`src/rtl/xml_pkg.sv`:
```
// Shared event codes, parser states and character classes for tag_stream_parser.
package xml_pkg;

  localparam logic [2:0] EVT_START      = 3'd0;
  localparam logic [2:0] EVT_END        = 3'd1;
  localparam logic [2:0] EVT_ATTR       = 3'd2;
  localparam logic [2:0] EVT_SELF_CLOSE = 3'd3;
  localparam logic [2:0] EVT_ERROR      = 3'd7;

  localparam logic [7:0] CH_LT    = 8'h3C;
  localparam logic [7:0] CH_GT    = 8'h3E;
  localparam logic [7:0] CH_SLASH = 8'h2F;
  localparam logic [7:0] CH_EQ    = 8'h3D;
  localparam logic [7:0] CH_QUOTE = 8'h22;

  typedef enum logic [2:0] {
    S_CONTENT,
    S_OPEN,
    S_NAME,
    S_ATTR_WS,
    S_KEY,
    S_EQ,
    S_VAL,
    S_SLASH
  } state_e;

  function automatic logic is_ws(input logic [7:0] c);
    return (c == 8'h20) || (c == 8'h09) || (c == 8'h0D) || (c == 8'h0A);
  endfunction

  function automatic logic is_name_char(input logic [7:0] c);
    return !(is_ws(c) || c == CH_GT || c == CH_LT || c == CH_EQ || c == CH_QUOTE);
  endfunction

endpackage

```
`src/rtl/tag_stream_parser_if.sv`:
```
// Character-in / event-out bundle for tag_stream_parser; slave is the parser side.
interface tag_stream_parser_if #(
  parameter int CHAR_W   = 8,
  parameter int NAME_LEN = 8,
  parameter int VAL_LEN  = 16
);
  localparam int NLW = $clog2(NAME_LEN + 1);
  localparam int VLW = $clog2(VAL_LEN + 1);

  logic [CHAR_W-1:0]          in_char;
  logic                       in_valid;
  logic                       in_ready;
  logic                       evt_valid;
  logic                       evt_ready;
  logic [2:0]                 evt_type;
  logic [NAME_LEN*CHAR_W-1:0] evt_name;
  logic [NLW-1:0]             evt_name_len;
  logic [VAL_LEN*CHAR_W-1:0]  evt_value;
  logic [VLW-1:0]             evt_value_len;
  logic                       evt_trunc;

  modport master (
    output in_char, in_valid, evt_ready,
    input  in_ready, evt_valid, evt_type, evt_name, evt_name_len,
           evt_value, evt_value_len, evt_trunc
  );

  modport slave (
    input  in_char, in_valid, evt_ready,
    output in_ready, evt_valid, evt_type, evt_name, evt_name_len,
           evt_value, evt_value_len, evt_trunc
  );
endinterface

```
`src/rtl/char_accum.sv`:
```
// Append-only character buffer with stored length and a sticky overflow flag.
module char_accum #(
  parameter  int LEN    = 8,
  parameter  int CHAR_W = 8,
  localparam int LW     = $clog2(LEN + 1)
) (
  input  logic                  clock,
  input  logic                  reset,
  input  logic                  clear,
  input  logic                  append,
  input  logic [CHAR_W-1:0]     ch,
  output logic [LEN*CHAR_W-1:0] data_o,
  output logic [LW-1:0]         len_o,
  output logic                  trunc_o
);
  localparam logic [LW-1:0] FULL = LW'(LEN);

  logic [LEN*CHAR_W-1:0] data_q, data_d;
  logic [LW-1:0]         len_q, len_d;
  logic                  trunc_q, trunc_d;

  always_comb begin
    // NOTE: every output of this block gets a value before any branch, so no latch can be inferred.
    data_d  = data_q;
    len_d   = len_q;
    trunc_d = trunc_q;
    if (clear) begin
      data_d  = '0;
      len_d   = '0;
      trunc_d = 1'b0;
    end else if (append) begin
      if (len_q == FULL) begin
        trunc_d = 1'b1;
      end else begin
        data_d[len_q*CHAR_W +: CHAR_W] = ch;
        len_d = len_q + LW'(1);
      end
    end
  end

  // NOTE: the buffer is a handful of flops, not a RAM, so it is reset so unused bytes read as 0.
  always_ff @(posedge clock) begin
    if (reset) begin
      data_q  <= '0;
      len_q   <= '0;
      trunc_q <= 1'b0;
    end else begin
      // NOTE: state registers use non-blocking assignment so all flops update together.
      data_q  <= data_d;
      len_q   <= len_d;
      trunc_q <= trunc_d;
    end
  end

  assign data_o  = data_q;
  assign len_o   = len_q;
  assign trunc_o = trunc_q;
endmodule

```
`src/rtl/tag_stream_parser.sv`:
```
// Streaming XML/HTML tag tokenizer emitting START/END/ATTR/ERROR events with backpressure.
// Define SELF_CLOSING_EN to recognise "/>" and emit SELF_CLOSE; otherwise '/' after a name acts as whitespace.
module tag_stream_parser
  import xml_pkg::*;
#(
  parameter int CHAR_W   = 8,
  parameter int NAME_LEN = 8,
  parameter int VAL_LEN  = 16
) (
  input logic               clock,
  input logic               reset,
  tag_stream_parser_if.slave bus
);
  localparam int NW  = NAME_LEN * CHAR_W;
  localparam int VW  = VAL_LEN * CHAR_W;
  localparam int NLW = $clog2(NAME_LEN + 1);
  localparam int VLW = $clog2(VAL_LEN + 1);

  typedef struct packed {
    logic [NW-1:0]  data;
    logic [NLW-1:0] len;
    logic           trunc;
  } name_t;

  typedef struct packed {
    logic [2:0]     etype;
    name_t          name;
    logic [VW-1:0]  value;
    logic [VLW-1:0] value_len;
    logic           vtrunc;
  } evt_t;

  state_e state_q, state_d;
  logic   is_end_q, is_end_d;
  logic   evt_valid_q, evt_valid_d;
  evt_t   evt_q, evt_d;

  logic           name_clr, name_app, val_clr, val_app;
  logic           emit, err;
  logic [2:0]     emit_type, tag_type;
  name_t          name_cur;
  logic [VW-1:0]  val_data;
  logic [VLW-1:0] val_len;
  logic           val_trunc;
  logic [7:0]     c;
  logic           accept;

`ifdef SELF_CLOSING_EN
  name_t tag_q, tag_d;
  logic  from_tag;
`endif

  assign c           = bus.in_char[7:0];
  assign bus.in_ready = !evt_valid_q || bus.evt_ready;
  assign accept      = bus.in_valid && bus.in_ready;
  assign tag_type    = is_end_q ? EVT_END : EVT_START;

  char_accum #(.LEN(NAME_LEN), .CHAR_W(CHAR_W)) u_name_acc (
    .clock(clock), .reset(reset), .clear(name_clr), .append(name_app), .ch(bus.in_char),
    .data_o(name_cur.data), .len_o(name_cur.len), .trunc_o(name_cur.trunc)
  );

  char_accum #(.LEN(VAL_LEN), .CHAR_W(CHAR_W)) u_val_acc (
    .clock(clock), .reset(reset), .clear(val_clr), .append(val_app), .ch(bus.in_char),
    .data_o(val_data), .len_o(val_len), .trunc_o(val_trunc)
  );

  always_comb begin
    state_d   = state_q;
    is_end_d  = is_end_q;
    name_clr  = 1'b0;
    name_app  = 1'b0;
    val_clr   = 1'b0;
    val_app   = 1'b0;
    emit      = 1'b0;
    err       = 1'b0;
    emit_type = EVT_START;
`ifdef SELF_CLOSING_EN
    tag_d     = tag_q;
    from_tag  = 1'b0;
`endif
    if (accept) begin
      unique case (state_q)
        S_CONTENT: if (c == CH_LT) begin state_d = S_OPEN; is_end_d = 1'b0; end
        S_OPEN: begin
          if (c == CH_SLASH) begin
            if (is_end_q) err = 1'b1;
            else          is_end_d = 1'b1;
          end else if (is_name_char(c)) begin
            name_app = 1'b1;
            state_d  = S_NAME;
          end else err = 1'b1;
        end
        S_NAME: begin
          // '/' is itself a name char, so it must be tested first
          if (c == CH_SLASH) begin
            emit = 1'b1;
`ifdef SELF_CLOSING_EN
            state_d = S_SLASH;
`else
            emit_type = tag_type;
            state_d   = S_ATTR_WS;
`endif
          end else if (is_name_char(c)) name_app = 1'b1;
          else if (is_ws(c))   begin emit = 1'b1; emit_type = tag_type; state_d = S_ATTR_WS; end
          else if (c == CH_GT) begin emit = 1'b1; emit_type = tag_type; state_d = S_CONTENT; end
          else err = 1'b1;
        end
        S_ATTR_WS: begin
          if (c == CH_SLASH) begin
`ifdef SELF_CLOSING_EN
            state_d = S_SLASH;
`endif
          end else if (is_ws(c)) state_d = S_ATTR_WS;
          else if (c == CH_GT) state_d = S_CONTENT;
          else if (is_name_char(c)) begin name_app = 1'b1; state_d = S_KEY; end
          else err = 1'b1;
        end
        S_KEY: begin
          if (is_name_char(c)) name_app = 1'b1;
          else if (c == CH_EQ) state_d = S_EQ;
          else if (c == CH_GT) begin emit = 1'b1; emit_type = EVT_ATTR; state_d = S_CONTENT; end
          else if (is_ws(c))   begin emit = 1'b1; emit_type = EVT_ATTR; state_d = S_ATTR_WS; end
          else err = 1'b1;
        end
        S_EQ: begin
          if (c == CH_QUOTE) state_d = S_VAL;
          else               err = 1'b1;
        end
        S_VAL: begin
          if (c == CH_QUOTE) begin emit = 1'b1; emit_type = EVT_ATTR; state_d = S_ATTR_WS; end
          else               val_app = 1'b1;
        end
`ifdef SELF_CLOSING_EN
        S_SLASH: begin
          if (c == CH_GT) begin
            emit = 1'b1; emit_type = EVT_SELF_CLOSE; from_tag = 1'b1; state_d = S_CONTENT;
          end else err = 1'b1;
        end
`endif
        default: state_d = S_CONTENT;
      endcase
    end

    if (err) begin
      emit      = 1'b1;
      emit_type = EVT_ERROR;
      state_d   = S_CONTENT;
    end

    evt_valid_d = evt_valid_q && !bus.evt_ready;
    evt_d       = evt_q;
    if (emit) begin
      evt_valid_d     = 1'b1;
      evt_d.etype     = emit_type;
      evt_d.name      = name_cur;
      evt_d.value     = (emit_type == EVT_ATTR) ? val_data : '0;
      evt_d.value_len = (emit_type == EVT_ATTR) ? val_len : '0;
      evt_d.vtrunc    = (emit_type == EVT_ATTR) && val_trunc;
      name_clr        = 1'b1;
      val_clr         = 1'b1;
`ifdef SELF_CLOSING_EN
      if (from_tag) evt_d.name = tag_q;
      if (emit_type == EVT_START) tag_d = name_cur;
`endif
    end
  end

  always_ff @(posedge clock) begin
    if (reset) begin
      state_q     <= S_CONTENT;
      is_end_q    <= 1'b0;
      evt_valid_q <= 1'b0;
      evt_q       <= '0;
`ifdef SELF_CLOSING_EN
      tag_q       <= '0;
`endif
    end else begin
      state_q     <= state_d;
      is_end_q    <= is_end_d;
      evt_valid_q <= evt_valid_d;
      evt_q       <= evt_d;
`ifdef SELF_CLOSING_EN
      tag_q       <= tag_d;
`endif
    end
  end

  assign bus.evt_valid     = evt_valid_q;
  assign bus.evt_type      = evt_q.etype;
  assign bus.evt_name      = evt_q.name.data;
  assign bus.evt_name_len  = evt_q.name.len;
  assign bus.evt_value     = evt_q.value;
  assign bus.evt_value_len = evt_q.value_len;
  assign bus.evt_trunc     = evt_q.name.trunc || evt_q.vtrunc;
endmodule

```
`src/flat_wrapper.sv`:
```
// flat-port wrapper written by rule: the top's interface ports become plain ports
module tag_stream_parser_flat import xml_pkg::*;
#(
  parameter int CHAR_W   = 8,
  parameter int NAME_LEN = 8,
  parameter int VAL_LEN  = 16
)
  (clock, reset, bus_in_char, bus_in_valid, bus_evt_ready, bus_in_ready, bus_evt_valid, bus_evt_type, bus_evt_name, bus_evt_name_len, bus_evt_value, bus_evt_value_len, bus_evt_trunc);
  tag_stream_parser_if #(.CHAR_W(CHAR_W), .NAME_LEN(NAME_LEN), .VAL_LEN(VAL_LEN)) bus_i ();
  input logic clock;
  input logic reset;
  input wire logic [$bits(bus_i.in_char)-1:0] bus_in_char;
  input wire logic [$bits(bus_i.in_valid)-1:0] bus_in_valid;
  input wire logic [$bits(bus_i.evt_ready)-1:0] bus_evt_ready;
  output wire logic [$bits(bus_i.in_ready)-1:0] bus_in_ready;
  output wire logic [$bits(bus_i.evt_valid)-1:0] bus_evt_valid;
  output wire logic [$bits(bus_i.evt_type)-1:0] bus_evt_type;
  output wire logic [$bits(bus_i.evt_name)-1:0] bus_evt_name;
  output wire logic [$bits(bus_i.evt_name_len)-1:0] bus_evt_name_len;
  output wire logic [$bits(bus_i.evt_value)-1:0] bus_evt_value;
  output wire logic [$bits(bus_i.evt_value_len)-1:0] bus_evt_value_len;
  output wire logic [$bits(bus_i.evt_trunc)-1:0] bus_evt_trunc;
  assign bus_i.in_char = bus_in_char;
  assign bus_i.in_valid = bus_in_valid;
  assign bus_i.evt_ready = bus_evt_ready;
  assign bus_in_ready = bus_i.in_ready;
  assign bus_evt_valid = bus_i.evt_valid;
  assign bus_evt_type = bus_i.evt_type;
  assign bus_evt_name = bus_i.evt_name;
  assign bus_evt_name_len = bus_i.evt_name_len;
  assign bus_evt_value = bus_i.evt_value;
  assign bus_evt_value_len = bus_i.evt_value_len;
  assign bus_evt_trunc = bus_i.evt_trunc;
  tag_stream_parser #(.CHAR_W(CHAR_W), .NAME_LEN(NAME_LEN), .VAL_LEN(VAL_LEN)) u_core (.clock(clock), .reset(reset), .bus(bus_i));
endmodule
```
`config.mk`:
```
export PLATFORM = sky130hd
export DESIGN_NAME = tag_stream_parser_flat
export DESIGN_NICKNAME = d
export VERILOG_FILES = /design/src/rtl/xml_pkg.sv /design/src/rtl/tag_stream_parser_if.sv /design/src/rtl/char_accum.sv /design/src/rtl/tag_stream_parser.sv /design/src/flat_wrapper.sv
export SDC_FILE = /design/constraint.sdc
export NUM_CORES = 1
export LEC_CHECK = 0
export CAP_MARGIN = 20
export CORE_MARGIN = 2
export CORE_UTILIZATION = 55
export DETAILED_ROUTE_END_ITERATION = 16
export HOLD_SLACK_MARGIN = 0.05
export PLACE_DENSITY = 0.88
export SLEW_MARGIN = 20
export SYNTH_ARGS = -nofsm -noshare
export SYNTH_HDL_FRONTEND = slang
export SYNTH_SLANG_ARGS = --single-unit
```
`constraint.sdc`:
```
create_clock -name clock -period 4.4 [get_ports clock]
set_input_delay 0.88 -clock clock [delete_from_list [all_inputs] [get_ports clock]]
set_output_delay 0.88 -clock clock [all_outputs]
set_load 0.01 [all_outputs]
```
==> metrics, run 1 <==
status finished, final reports clean; Die Y 180.9 um; synth warn 0; Tightest Pin Transition 1.084 ns; sequential power share 50.7%; first-pass GRT wire length 67.14 mm; R2R Path End u_core.u_val_acc.data_o[116]; worst reg2reg path startpoint u_core.u_val_acc.len_o[0]; Synth top cells by count 414 x dfxtp_1, 349 x nand2_1, 210 x buf_4, 154 x mux2i_1, 148 x nor2_1; Seq cells post-synth 414; max_cap viols 0; Final Max Slew Viols 0; Cell Pwr Density 377.6 nW/um^2; max frequency approximately 0.25 GHz; switching share of total power 21.52%; Synth top area share around half; CTS Root Cell clkbuf_16; Vias/cell 5.663; fillcell total 2416; asr flop ratio synth 0%; clock-pin transition on the worst setup and hold timing paths around 0.060 ns; PortBufs 218; DR iter-0 viols 1238; Die Area approximately 33000 sq um; RSZ-0062 raised after global routing no; clock sink count 414; initial antenna violation count 5; Slew headroom between 20% and 30%; Site Rows 64; post_cts resized 0; RePlAce Congestion roughly 0.91; Initial DRT Pass Iterations 5; IO Count 219; vias in the first global route 12.74k; Worst R2R Path Depth 10; top_reg_cell synth dfxtp_1; Skew-Pair Late Insertion Delay roughly 0.54 ns; Final Instance Area between 15000 and 20000 sq um; Die W 180.9 um; CTS tree done; Final HPWL DP 28.13 mm; Yosys top cell by area dfxtp_1; share of cells above drive strength 1 6.571%; most numerous cell in the Yosys netlist dfxtp_1; Seq/Total Area, Yosys 48.15%; Worst Path Arrival ~4.5 ns; Core Box Area 30670 sq um; Worst Path Max Fanout 58; H-tree Lvls 2; vias after detailed routing ~13k; VDD IR max 0.0002522 V; Worst setup EP type flop; hold_buf cts 0; final hold vios 0; Setup Slack @ Placement -0.09573 ns; routed length per instance 18.42 um; final setup vio count 0; Switching Power 1.591 mW; setup_tns 0 ns; Mapped Avg Cell Area 9.121 sq um; worst hold slack approximately 0.45 ns; R2R setup slack 0.84 ns; internal power 5.799 mW; worst setup margin about 0.37 ns; GR Util All Layers 25.01%; logic gate share of total power 2.4%; nets 1877; total CTS buffers 42; Worst Skew 0.01782 ns; Final Core Density ~64%; Mapped Area 17210 sq um; Hold Path Class reg2reg; Post-Route WL ~42 mm; Startpoint Class input pin; Worst Setup SP bus_in_char[6]; setup bufs post-CTS 0; Crit Path Category in2reg; DRT antenna net count 0; Synthesized Nets roughly 1.9k; Final min period 4.026 ns; Final Cycle Share about nine tenths; DP Area roughly 18000 sq um; Post-synth EDFFs 0; synth unique cells 60; Critical Path End u_core.bus.evt_value[91]; hold path start u_core.u_val_acc.data_o[61]; Initial Utilization between 50 and 60%; Leak 7.583 nW; Synth area leaders dfxtp_1 48%, buf_4 9.2%, mux2i_1 9.0%; Longest Clk Path Bufs 3; DRC 0; Required @ worst endpoint 4.87 ns; GRT overflow 0; Clock power frac 46.8%; Layout area overhead 13.70%; largest net degree at the start of global routing 98; Mapped Cells approximately 1.9k
[worst max-delay path, cell delays in order]
cell             delay (ns)
clkdlybuf4s50_1        0.53
or3b_1                 0.44
o311ai_0               0.53
a21boi_0               0.26
o31ai_1                0.11
or3_1                  0.37
nor2b_4                0.79
buf_12                 0.34
a22o_1                 0.22
[flip-flops by register name, summed over array words and instances, names as in the netlist, 4 cells and up]
name,cells
u_core.bus.evt_value,128
u_core.u_val_acc.data_o,128
u_core.bus.evt_name,64
u_core.u_name_acc.data_o,64
u_core.bus.evt_value_len,5
u_core.u_val_acc.len_o,5
u_core.bus.evt_name_len,4
u_core.u_name_acc.len_o,4
[cells by family (layout without fill, tap and decap cells)]
logic type      Yosys count  count (layout)  share of synthesized area (%)
fa+ha+maj                 9               9                         0.6543
other cells               0               2                              0
compound gates          292             292                          11.96
mux                     154             154                          8.956
xor+xnor                 10              10                         0.5088
buf+inv                 345             345                          12.77
flops                   414             414                          48.15
simple gates            663             663                          17.00
[through the flow]
stage          cells  power [mW]
2_1_floorplan   1887       3.937
3_3_place_gp    2208       4.005
3_5_place_dp    2208       4.008
4_1_cts         2283       7.431
5_1_grt         2284       7.599
6_report        2285       7.390
[per-layer routing]
layer	global-route usage [%]	wire length (um)	vias to the layer above
li1	-	-	6123
met1	31.09	17410	6226
met2	42.66	20350	490
met3	5.221	2993	95
met4	9.323	1282	6
met5	0	38	-
[area by class of cell]
type	instances	area [sq um]	area share, %
Antenna cell	2	5.005	0.02558
Clock buffer	65	1239	6.330
Clock inverter	10	113.9	0.5818
Inverter	12	47.55	0.2430
Multi-Input combinational cell	1128	6748	34.48
Sequential cell	414	8288	42.35
Tap cell	396	495.5	2.532
Timing Repair Buffer	258	2633	13.45
[worst min path at each step]
stage / end / cells after the start
final: u_core.u_val_acc.data_o[61] / 2
after global routing: u_core.u_val_acc.data_o[108] / 2
after CTS: u_core.u_val_acc.data_o[90] / 2
after floorplan: u_core.bus.evt_type[2] / 2
after detailed placement: u_core.u_val_acc.data_o[90] / 2
after global placement: u_core.u_val_acc.data_o[14] / 2
[cells in the final DEF, fill, tap and decap left out, drive strengths merged, types with 3 or more instances in the layout]
cell           netlist  routed
nor2b                4       4
a31oi                7       7
or2                  8       8
o21ai                8       8
and3                20      20
clkdlybuf4s50        0     218
mux2i              154     154
xor2                 4       4
inv                 12      12
nand3               34      34
nand4               14      14
a21oi              119     119
nand2              349     349
nor4                 9       9
dfxtp              414     414
a22o               135     135
ha                   9       9
clkinv               0       7
buf                282      40
nand2b              20      20
o31ai                3       3
nand4b               3       3
or3                  7       7
nor2               149     149
clkbuf              51      65
a211o                3       3
and2                18      18
xnor2                6       6
nor3                15      15
[power groups by stage]
stage	clock (mW)	sequential (mW)	combinational (mW)
floorplan	0	3.83	0.106
global placement	0	3.83	0.173
detailed placement	0	3.83	0.176
CTS	3.51	3.75	0.176
global route	3.66	3.75	0.190
finish	3.46	3.75	0.180
Note: power is estimated with default switching activity, not from simulation.
==> inputs of run 2 (changes only) <==
ABC_AREA = 1   (was default)
CAP_MARGIN = default   (was 20)
CORE_UTILIZATION = 57   (was 55)
PLACE_DENSITY = 0.89   (was 0.88)
==> metrics, run 2 <==
status finished, final reports clean; Synth top area share 41.04%; clock-pin transition on the worst setup and hold timing paths 0.07 ns; PortBufs 218; Leak 8.418 nW; top_reg_cell synth dfxtp_1; total CTS buffers 43; Worst Path Buf+Inv 4; Synth area leaders dfxtp_1 41%, nand2_1 10%, nand4_1 9.0%; placed cells 3164; CTS tree done; DRC 0; Worst Path Max Fanout 23; Site Rows between 60 and 70; Worst setup EP type flop; post_cts resized 0; Die W between 150 and 200 um; main combinational cell family by area after synthesis simple AND/OR/NAND/NOR gates; worst hold slack 0.4550 ns; DR iter-0 viols 2098; Initial DRT Pass Iterations 6; non-filler cells, final 3243; critical-path cell list inv_1, ha_1, nand2_1, nor2_1, ha_1, inv_1, nand2_1, nor2_1, nand3_1, nor2_1, inv_1, nor2_1, inv_1, nand2_1, a21oi_1; critical path's top delay family simple AND/OR/NAND/NOR gates; internal power 6.335 mW; commonest non-fill, non-tap cell in the layout nand2_1; initial antenna violation count 0; hold path start u_core.u_name_acc.trunc_o; RePlAce Congestion 1.051; R2R Path End u_core.u_val_acc.data_o[76]; mux share of post-synthesis cell area 0%; first-pass GRT wire length approximately 86 mm; Final Core Density between 60% and 70%; Tightest Pin Transition 0.9418 ns; switching share of total power about 31%; n_diodes 0; most numerous cell in the Yosys netlist nand2_1; Vias/cell around 5.7; max_cap viols 0; Skew-Pair Late Insertion Delay 0.55 ns; Clock power frac just under 40%; post-synthesis adder-cell area fraction 0.5576%; Post-Route WL 54.16 mm; synth unique cells 39; GRT overflow 0; Seq cells post-synth 414; Required @ worst endpoint 4.80 ns; GR Util All Layers 28.45%; Final HPWL DP roughly 37 mm; Crit-path slowest cell dfxtp_1; nets between 2k and 3k; Hold Path Class reg2reg; setup_tns 0 ns; Post-synth EDFFs 0; hold_buf cts 0; Mapped Cells 2853; VDD IR max 0.0003070 V; synthesized-area fraction occupied by xor and xnor cells 0.3036%; H-tree Lvls 2; Mapped Avg Cell Area 7.079 sq um; largest net degree at the start of global routing 183; Synthesized Nets 2874; final setup vio count 0; Core Box Area 34710 sq um; slowest stage delay, CP 0.83 ns; Seq/Total Area, Yosys between 40% and 50%; hold path endpoint u_core.u_name_acc.trunc_o; final hold vios 0; routed length per instance 16.70 um; R2R setup slack 0.80 ns; Crit Path Category reg2reg; Overall Power a little over 9 mW; Slew headroom 36.73%; Layout area overhead 10.93%; Final Cycle Share about four fifths; Longest Clk Path Bufs 3; Simple-Gate Fraction of Synth Area 33.29%; worst reg2reg path startpoint u_core.u_val_acc.len_o[0]; RSZ-0062 raised after global routing no; asr flop ratio synth 0%; vias after detailed routing 18.39k; Worst Skew 0.01383 ns; CTS Root Cell clkbuf_16; setup bufs post-CTS 0; Yosys top cell by area dfxtp_1; clock sink count 414; IO Count between 200 and 250; Synth top cells by count 536 x nand2_1, 414 x dfxtp_1, 289 x nand4_1, 283 x nor2_1, 276 x a21oi_1; Final Max Slew Viols 0; Final min period 3.605 ns; Startpoint Class flop; Mapped Area 20200 sq um; max frequency 0.2774 GHz; Cell Pwr Density 408.9 nW/um^2; Initial Utilization 58.18%; Compound-Gate Fraction of Synth Area under 10%; synth warn 0; sequential power share a little over two fifths; Hold Crit Depth 2; DRT antenna net count 0; Worst Path Arrival around 4 ns; Worst R2R Path Depth 15; Switching Power 2.826 mW; Die Area 36950 sq um; logic gate share of total power around 18%; share of cells above drive strength 1 6.241%; vias in the first global route roughly 17k; most frequent cells in the layout 536 x nand2_1, 414 x dfxtp_1, 289 x nand4_1; Die Y approximately 190 um
## run 2: how the worst max path moves through the flow
stage                                   start  depth (start not counted)                           to
floorplan                      bus_in_char[1]                         15      u_core.bus.evt_name[58]
global placement               bus_in_char[6]                         13     u_core.bus.evt_value[95]
detailed placement             bus_in_char[6]                         13     u_core.bus.evt_value[95]
CTS                 u_core.u_val_acc.len_o[0]                         15  u_core.u_val_acc.data_o[76]
global route        u_core.u_val_acc.len_o[0]                         15  u_core.u_val_acc.data_o[74]
finish              u_core.u_val_acc.len_o[0]                         15  u_core.u_val_acc.data_o[76]
## run 2: cell type report
cell class	instances	area [sq um]
Clock buffer	58	1254
Clock inverter	21	176.4
Inverter	283	1077
Sequential cell	414	8288
Multi-Input combinational cell	1754	8394
Timing Repair Buffer	258	2645
Tap cell	455	569.3
Fill cell	2996	12310
## run 2: power by group through the flow
stage,combinational (mW),sequential (mW),clock [mW]
2_1_floorplan,1.25,3.94,0
3_3_place_gp,1.56,3.97,0
3_5_place_dp,1.57,3.97,0
4_1_cts,1.58,3.89,3.68
5_1_grt,1.78,3.90,3.83
6_report,1.62,3.89,3.64
## run 2: cell families after synthesis
group / Yosys count
xor gates and xnor gates: 7
buffers and inverters: 685
DFF: 414
and+or+nand+nor: 1447
AOI/OAI and AO/OA: 291
adders and majority gates: 9
## run 2: through the flow
stage,instance area [sq um],setup slack (ns)
after floorplan,20200,1.840
after global placement,20970,0.5080
after detailed placement,20970,0.4331
after CTS,22400,0.8778
after global routing,22400,0.5291
final,22400,0.7955
## run 2: worst reg2reg max path, cell delays in order, from the launching register on
cell and delay (ns):
dfxtp_1 0.83, inv_1 0.27, ha_1 0.32, nand2_1 0.08, nor2_1 0.07, ha_1 0.21
inv_1 0.07, nand2_1 0.10, nor2_1 0.15, nand3_1 0.10, nor2_1 0.12, inv_1 0.09
nor2_1 0.54, inv_1 0.30, nand2_1 0.13, a21oi_1 0.07
## run 2: per-layer routing
metal / GRT usage [%] / part of all wire, % / up-vias
met1: 43.64 / 47 / 8447
met4: 7.516 / 2.3 / 0
li1: - / - / 9020
met2: 40.84 / 42 / 820
met3: 4.769 / 8.9 / 101
met5: 0 / 0 / -
==> inputs of run 3 (changes only) <==
CORE_UTILIZATION = 52   (was 57)
PLACE_DENSITY = 0.86   (was 0.89)
clock period = 2.9 ns   (was 4.4 ns; I/O delays follow)
==> metrics, run 3 (same netlist as run 2, synthesis figures left out) <==
CTS tree done; max_cap viols 0; final hold vios 0; GRT overflow 0; fillcell total 3238; Initial DRT Pass Iterations 6; Setup Slack @ Placement -0.2523 ns; multi-input logic area between 8000 and 9000 sq um; Slew headroom 53.05%; RSZ-0062 raised after global routing no; share of cells above drive strength 1 11.27%; hold path start u_core.u_val_acc.data_o[108]; Startpoint Class input pin; Leak 9.350 nW; post_cts resized 0; Worst Setup SP bus_in_char[1]; VDD IR max 0.0004160 V; Worst setup EP type flop; Worst Path Max Fanout 8; DR iter-0 viols 1967; clock-pin transition on the worst setup and hold timing paths 0.06 ns; RePlAce Congestion 1.062; clock sink count 414; Final HPWL DP 40.77 mm; Final min period 2.645 ns; worst reg2reg path startpoint u_core.u_val_acc.len_o[1]; Vias/cell 5.522; Required @ worst endpoint between 3 and 4 ns; Hold Path Class reg2reg; worst setup margin 0.2551 ns; setup bufs post-CTS 0; vias in the first global route 17.77k; GR Util All Layers 27.10%; switching share of total power 30.02%; initial antenna violation count 1; Final Cycle Share around nine tenths; CTS Root Cell clkbuf_16; Tightest Pin Transition approximately 0.70 ns; H-tree Lvls 2; Final Max Slew Viols 0; Initial Utilization 52.50%; PortBufs about 220; Worst Skew 0.02913 ns; DRT antenna net count 0; status finished, final reports clean; logic gate share of total power 19.3%; Crit Path Category in2reg; DRC 0; Layout area overhead 19.20%; Switching Power 4.436 mW; register area 8288 sq um; Final Core Density 62.59%; sequential power share 39.7%; Die Area around 40000 sq um; Worst Path Arrival 3.07 ns; hold_buf cts 0; Longest Clk Path Bufs 3; largest net degree at the start of global routing 103; routed length per instance approximately 16 um; total CTS buffers 43; Skew-Pair Late Insertion Delay 0.58 ns; first-pass GRT wire length around 90 mm; internal power 10.34 mW; IO Count 219; Clock power frac 41.0%; Post-Route WL 56.80 mm; Die W 201.1 um; final setup vio count 0; most frequent cells in the layout 536 x nand2_1, 414 x dfxtp_1, 289 x nand4_1; Site Rows 72; max frequency 0.3781 GHz; vias after detailed routing 19.13k; Die Y between 200 and 250 um; commonest non-fill, non-tap cell in the layout nand2_1; nets 2934; Cell Pwr Density 613.9 nW/um^2; Core Box Area between 30000 and 40000 sq um
run 3: changes by cell type in the layout (fill, tap and decap cells not counted), moves of 2 or more:
cell       previous run  this run
buf_4                27       165
buf_12               13        34
clkinv_2             15         8
bufinv_16             2         8
clkbuf_8             10         8
inv_16                0         2
inv_6                 2         4
run 3: final timing paths:
path	to	slack [ns]	cells past startpoint
setup / recovery	u_core.u_name_acc.data_o[18]	0.26	14
hold / removal	u_core.u_val_acc.data_o[108]	0.46	2
setup reg to reg	u_core.u_val_acc.data_o[121]	0.36	14
hold reg to reg	u_core.u_val_acc.data_o[108]	0.46	2
run 3: area by class of cell:
class / instances / area share, %
timing repair buffer: 417 / 17.04
multi-input combinational: 1754 / 34.87
antenna: 1 / 0.01039
clock buffer: 55 / 4.989
sequential: 414 / 34.42
clock inverter: 23 / 1.507
inverter: 283 / 4.475
tap: 518 / 2.692
run 3: power by group through the flow:
| stage | Clock, mW | Combinational (mW) | Sequential [mW] |
|---|---|---|---|
| 4_1_cts | 6.13 | 2.79 | 5.87 |
| 2_1_floorplan | 0 | 1.89 | 5.98 |
| 5_1_grt | 6.35 | 3.13 | 5.88 |
| 3_5_place_dp | 0 | 2.77 | 6.00 |
| 3_3_place_gp | 0 | 2.70 | 5.99 |
| 6_report | 6.06 | 2.85 | 5.87 |
run 3: routing by layer:
| layer | share of wire [%] | track usage (%) |
|---|---|---|
| met1 | 47 | 39.96 |
| met2 | 43 | 41.04 |
| met3 | 8.2 | 4.286 |
| met4 | 2.4 | 7.222 |
| met5 | 0 | 0 |
run 3: critical path, cell delays in order:
cell and delay (ns):
clkdlybuf4s50_1 0.63, inv_2 0.11, nand2_1 0.12, nor2_1 0.08
nand2_2 0.12, nand4_2 0.14, nor2_4 0.11, buf_4 0.13
nand3_1 0.13, nand2_2 0.15, buf_4 0.15, nand4_1 0.31
nand2_1 0.20, a21oi_1 0.09
run 3: stage by stage:
stage          power, mW  cells  setup TNS, ns  hold WS (ns)  instance area [sq um]
6_report           14.78   3465              0        0.4615                  24080
3_3_place_gp       8.698   3386         -37.55        0.4412                  22510
5_1_grt            15.36   3465              0        0.4808                  24080
2_1_floorplan      7.877   2853              0        0.4253                  20200
4_1_cts            14.78   3464              0        0.4618                  24070
3_5_place_dp       8.763   3386         -50.40        0.4532                  22510
